**src/rtl/vga_sync_gen.sv**
```systemverilog
// vga_sync_gen: raster timing generator for the VGA pixel stage.
// Produces hpos/vpos, display_on, hsync/vsync and line/frame end strobes.
// Every output is registered and decoded from the next counter values, so all
// outputs describe the same pixel position in the same cycle.
// Optional feature: define VGA_FRAME_CNT_EN to build the 8-bit frame counter;
// without it frame_cnt is tied to zero.
module vga_sync_gen #(
    parameter int unsigned H_DISPLAY = 640,
    parameter int unsigned H_FRONT   = 16,
    parameter int unsigned H_SYNC    = 96,
    parameter int unsigned H_BACK    = 48,
    parameter int unsigned V_DISPLAY = 480,
    parameter int unsigned V_FRONT   = 10,
    parameter int unsigned V_SYNC    = 2,
    parameter int unsigned V_BACK    = 33,
    parameter bit          SYNC_NEG  = 1'b1
) (
    input  logic       clk,
    input  logic       rst_n,
    input  logic       pix_en,
    output logic [9:0] hpos,
    output logic [9:0] vpos,
    output logic       display_on,
    output logic       hsync,
    output logic       vsync,
    output logic       line_end,
    output logic       frame_end,
    output logic [7:0] frame_cnt
);

    localparam int unsigned H_TOTAL = H_DISPLAY + H_FRONT + H_SYNC + H_BACK;
    localparam int unsigned V_TOTAL = V_DISPLAY + V_FRONT + V_SYNC + V_BACK;

    // Counters are 10 bits wide, so larger rasters cannot be represented.
    if (H_TOTAL > 1024 || V_TOTAL > 1024) begin : g_total_check
        $error("vga_sync_gen: H_TOTAL and V_TOTAL must not exceed 1024");
    end

    // Compare constants. Range bounds are 11 bits so an end-of-range value of
    // exactly 1024 is still representable.
    localparam logic [9:0]  H_LAST   = 10'(H_TOTAL - 1);
    localparam logic [9:0]  V_LAST   = 10'(V_TOTAL - 1);
    localparam logic [10:0] H_VIS    = 11'(H_DISPLAY);
    localparam logic [10:0] V_VIS    = 11'(V_DISPLAY);
    localparam logic [10:0] HS_START = 11'(H_DISPLAY + H_FRONT);
    localparam logic [10:0] HS_STOP  = 11'(H_DISPLAY + H_FRONT + H_SYNC);
    localparam logic [10:0] VS_START = 11'(V_DISPLAY + V_FRONT);
    localparam logic [10:0] VS_STOP  = 11'(V_DISPLAY + V_FRONT + V_SYNC);
    localparam logic        SYNC_ACTIVE = !SYNC_NEG;

    logic [9:0] hpos_q, hpos_d;
    logic [9:0] vpos_q, vpos_d;
    logic       display_on_q, display_on_d;
    logic       hsync_q, hsync_d;
    logic       vsync_q, vsync_d;
    logic       line_end_q, line_end_d;
    logic       frame_end_q, frame_end_d;

    // Next raster position: advance one pixel per enabled cycle, wrapping line and frame.
    always_comb begin
        // NOTE: every combinational output gets a default first so no latch is inferred.
        hpos_d = hpos_q;
        vpos_d = vpos_q;
        if (pix_en) begin
            if (hpos_q == H_LAST) begin
                hpos_d = '0;
                vpos_d = (vpos_q == V_LAST) ? '0 : vpos_q + 10'd1;
            end else begin
                hpos_d = hpos_q + 10'd1;
            end
        end
    end

    // Decode the next position so the registered outputs line up with hpos/vpos.
    always_comb begin
        display_on_d = ({1'b0, hpos_d} < H_VIS) && ({1'b0, vpos_d} < V_VIS);
        hsync_d      = (({1'b0, hpos_d} >= HS_START) && ({1'b0, hpos_d} < HS_STOP))
                       ? SYNC_ACTIVE : !SYNC_ACTIVE;
        vsync_d      = (({1'b0, vpos_d} >= VS_START) && ({1'b0, vpos_d} < VS_STOP))
                       ? SYNC_ACTIVE : !SYNC_ACTIVE;
        line_end_d   = (hpos_d == H_LAST);
        frame_end_d  = (hpos_d == H_LAST) && (vpos_d == V_LAST);
    end

    // Position and timing registers; reset wins over pix_en and lands on (0,0) at once.
    always_ff @(posedge clk) begin
        // NOTE: state registers use non-blocking assignments so all flops update together.
        if (!rst_n) begin
            hpos_q       <= '0;
            vpos_q       <= '0;
            display_on_q <= 1'b1;
            hsync_q      <= !SYNC_ACTIVE;
            vsync_q      <= !SYNC_ACTIVE;
            line_end_q   <= 1'b0;
            frame_end_q  <= 1'b0;
        end else begin
            hpos_q       <= hpos_d;
            vpos_q       <= vpos_d;
            display_on_q <= display_on_d;
            hsync_q      <= hsync_d;
            vsync_q      <= vsync_d;
            line_end_q   <= line_end_d;
            frame_end_q  <= frame_end_d;
        end
    end

    assign hpos       = hpos_q;
    assign vpos       = vpos_q;
    assign display_on = display_on_q;
    assign hsync      = hsync_q;
    assign vsync      = vsync_q;
    assign line_end   = line_end_q;
    assign frame_end  = frame_end_q;

`ifdef VGA_FRAME_CNT_EN
    logic [7:0] frame_cnt_q, frame_cnt_d;

    // Count frames on the (last,last) -> (0,0) wrap; 8-bit overflow wraps naturally.
    always_comb begin
        frame_cnt_d = (pix_en && frame_end_q) ? frame_cnt_q + 8'd1 : frame_cnt_q;
    end

    // Frame counter register, cleared by reset.
    always_ff @(posedge clk) begin
        if (!rst_n) begin
            frame_cnt_q <= '0;
        end else begin
            frame_cnt_q <= frame_cnt_d;
        end
    end

    assign frame_cnt = frame_cnt_q;
`else
    assign frame_cnt = 8'd0;
`endif

endmodule
```
**config.mk**
```make
export PLATFORM = sky130hd
export DESIGN_NAME = vga_sync_gen
export DESIGN_NICKNAME = d
export VERILOG_FILES = /design/src/rtl/vga_sync_gen.sv
export SDC_FILE = /design/constraint.sdc
export NUM_CORES = 1
export LEC_CHECK = 0
export BUFFER_PORTS_ARGS = -buffer_cell sky130_fd_sc_hd__clkbuf_2
export CORE_UTILIZATION = 47
export CTS_CLUSTER_SIZE = 30
export DETAILED_ROUTE_END_ITERATION = 12
export PLACE_DENSITY = 0.82
export SLEW_MARGIN = 5
export SYNTH_ARGS = -nofsm -noshare
export SYNTH_HDL_FRONTEND = slang
export SYNTH_SLANG_ARGS = --single-unit
export TNS_END_PERCENT = 5
```
**constraint.sdc**
```tcl
create_clock -name clk -period 2.85 [get_ports clk]
set_input_delay 0.4275 -clock clk [delete_from_list [all_inputs] [get_ports clk]]
set_output_delay 0.4275 -clock clk [all_outputs]
set_load 0.02 [all_outputs]
```
==> run_results.csv <==
group,metric,value,unit
status,status,"completed",
global_route,grt_pass1_wl,6500,µm
power_and_ir_drop,sw_frac_of_total,0.242,
worst_setup_path,cp-end-kind,"flip-flop",
global_route,overflow,0,
placed_design,hpwlAfterDp,2860,µm
drt,first_pass_iters,4,
worst_setup_path,crit_arrival,2.79,ns
placed_design,port-buffer-count,27,
clock_network,post_cts_buffers,0,
power_and_ir_drop,power_frac_seq,0.646,
logic_synthesis,ys_seq_area_frac,0.291,
sta,slew_viol_final,0,
sta,rsz0062_at_grt,"false",
worst_setup_path,crit_start,"hpos[0]$_SDFF_PN0_",
logic_synthesis,async_flop_share,0,
clock_network,clk-insertion-delay-late,0.32,ns
hold_path,hold_start,"rst_n",
finish,area_growth_syn_to_layout,8.80,%
worst_setup_path,start_kind,"flip-flop",
power_and_ir_drop,ir_worst_vdd,0.213,mV
job,drv_cap,0,
sta,timing.final.crit_share,0.903,
sta,worst_pin_slew,0.504,ns
clock_network,htreeDepth,1,
placed_design,gp_congestion,0.960,
hold_path,hp-class,"in2reg",
floorplan,fp.dieH,62.5,µm
drt,vias,1610,
sta,max_slew_margin,0.661,
drt,routed_via_density,5.90,
logic_synthesis,synth_warnings,0,
worst_setup_path,rr_startpoint,"hpos[0]$_SDFF_PN0_",
floorplan,die_w,62.5,µm
logic_synthesis,synth_flop_cell,"dfxtp_1",
global_route,antenna_found_initial,0,
drt,drtIter0Drc,113,
logic_synthesis,synth-seq-cells,25,
clock_network,clkTransAtPathRegs,0.14,ns
finish,final_util,0.548,
finish,nNetsFinal,234,
clock_network,cts_tree,"done",
power_and_ir_drop,comb_power_share,0.065,
floorplan,rows,21,
power_and_ir_drop,p_int,417,µW
drt,drt_wl_total,3910,µm
sta,fmax,389,MHz
finish,antenna_cells,0,
logic_synthesis,synth.cell_area,1720,µm²
sta,finalSetupViolCount,0,
sta,finClkSkew,0.00806,ns
sta,period_minus_slack,2.57,ns
worst_setup_path,path_class,"reg2reg",
power_and_ir_drop,p_switching,133,µW
sta,finalHoldViolCount,0,
logic_synthesis,syn_avg_cell_area,8.35,µm²
clock_network,root_buffer,"clkbuf_4",
logic_synthesis,netlist_instances,206,
global_route,grt_max_degree,18,
global_route,grt_pass1_vias,1438,
logic_synthesis,ys_types,57,
power_and_ir_drop,leakage,0.657,nW
power_and_ir_drop,pwr_density_cell,294,nW/µm²
power_and_ir_drop,power.share.clock,0.290,
worst_setup_path,path_max_fanout,9,
finish,fin_cells,273,
floorplan,core_region_area,3420,µm²
global_route,grt_usage,0.206,
drt,drc,0,
floorplan,initial_core_util,0.504,
sta,worst_slack,0.276,ns
worst_setup_path,critical_path_required,3.07,ns
finish,drive_gt1_frac,0.189,
clock_network,cts_sinks,25,
floorplan,die_area,3910,µm²
logic_synthesis,synth_edf_count,0,
drt,wl_per_cell,14.3,µm
clock_network,ctsResizeCount,0,
clock_network,clock_path_buffers,2,
drt,final_antenna_net_count,0,
clock_network,hold_buffers,0,
placed_design,place_ws,0.312,ns
floorplan,ioPinCount,36,
clock_network,cts_buffers,3,
placed_design,place_inst,269,
sta,finalSetupTns,0,ns
[synth_stat cells, types with 3 or more instances]
library cell / n / area, µm²
a211oi_1: 3 / 22.5
a21boi_0: 5 / 37.5
a21oi_1: 5 / 25.0
and3_1: 4 / 25.0
buf_2: 5 / 25.0
buf_4: 10 / 75.1
clkbuf_1: 6 / 22.5
dfxtp_1: 25 / 500
ha_1: 3 / 37.5
inv_1: 5 / 18.8
nand2_1: 13 / 48.8
nand3_1: 8 / 40.0
nand3b_1: 4 / 30.0
nand4_1: 7 / 43.8
nor2_1: 11 / 41.3
nor2b_1: 9 / 56.3
nor3_1: 5 / 25.0
nor4_1: 5 / 31.3
nor4b_1: 3 / 26.3
o21a_1: 4 / 30.0
o21ai_0: 6 / 30.0
o31ai_1: 4 / 30.0
xnor2_1: 6 / 52.6
xor2_1: 4 / 35.0
[cell families (layout without fill, tap and decap cells)]
group | Yosys count | after routing | share of synthesized area
AND/OR/NAND/NOR | 93 | 93 | 0.340
AO/OA/AOI/OAI | 45 | 45 | 0.197
buffers and inverters | 28 | 42 | 0.0916
flip-flops | 25 | 25 | 0.291
XOR/XNOR | 10 | 10 | 0.0509
adder cells (fa/ha/maj) | 3 | 3 | 0.0218
other | 1 | 8 | 0.00218
multiplexers | 1 | 1 | 0.00582
[layout make-up]
type                            instances  area [µm²]
Clock buffer                            4        26.3
Fill cell                             344        1540
Multi-Input combinational cell        160        1090
Inverter                                5        18.8
Timing Repair Buffer                   33         180
Tap cell                               46        57.6
Sequential cell                        25         500
[critical path, cell delays in order, from the launching register on]
cell	delay, ns
dfxtp_1	0.47
ha_1	0.35
nand3_2	0.20
or4_4	0.64
o31a_1	0.34
o2111a_1	0.26
and4b_1	0.20
[power by group through the flow]
stage	combinational, mW	clock [mW]	sequential, mW
2_1_floorplan	0.0329	0	0.365
3_3_place_gp	0.0356	0	0.362
3_5_place_dp	0.0355	0	0.363
4_1_cts	0.0355	0.169	0.355
5_1_grt	0.0387	0.182	0.356
6_report	0.0356	0.159	0.355
[routing by layer]
metal / global-route usage / vias up / wire (µm)
li1: - / 809 / -
met1: 0.263 / 730 / 1830
met2: 0.346 / 63 / 1780
met3: 0.0456 / 8 / 238
met4: 0.0523 / 0 / 59
met5: 0 / - / 0
[registers in the layout, summed over array words and instances (netlist names)]
register    count
vpos           10
frame_end       1
hsync           1
display_on      1
hpos           10
line_end        1
vsync           1
[metrics by stage]
step / power (mW) / hold slack (ns) / instance area, µm²
final: 0.550 / 0.475 / 1870
after CTS: 0.560 / 0.466 / 1870
after global placement: 0.398 / 0.566 / 1850
after detailed placement: 0.398 / 0.569 / 1850
after global routing: 0.577 / 0.489 / 1870
after floorplan: 0.398 / 0.581 / 1750
[path summary, 6_finish.rpt]
path	to	slack, ns	cells past startpoint
max	frame_end$_SDFF_PN0_	0.28	6
min	display_on$_SDFF_PN1_	0.48	2
max reg2reg	frame_end$_SDFF_PN0_	0.28	6
min reg2reg	hpos[3]$_SDFF_PN0_	0.60	2
[cell usage in the layout, fill, tap and decap left out, types with 2 or more instances in the layout]
cell type,instances
a211o_1,2
a211oi_1,3
a21boi_0,5
a21oi_1,5
and2_1,2
and3_1,4
and4b_1,2
buf_4,6
clkbuf_2,27
clkbuf_4,3
conb_1,8
dfxtp_1,25
ha_1,3
inv_1,5
nand2_1,13
nand2b_1,2
nand3_1,8
nand3b_1,4
nand4_1,7
nand4b_1,2
nor2_1,11
nor2b_1,9
nor3_1,5
nor3b_1,2
nor4_1,5
nor4b_1,3
nor4bb_1,2
o2111ai_1,2
o211ai_1,2
o21a_1,4
o21ai_0,6
o31a_1,2
o31ai_1,4
o32a_1,2
or3_1,2
or4_1,2
xnor2_1,6
xor2_1,4
(Power assumes the default switching activity.)
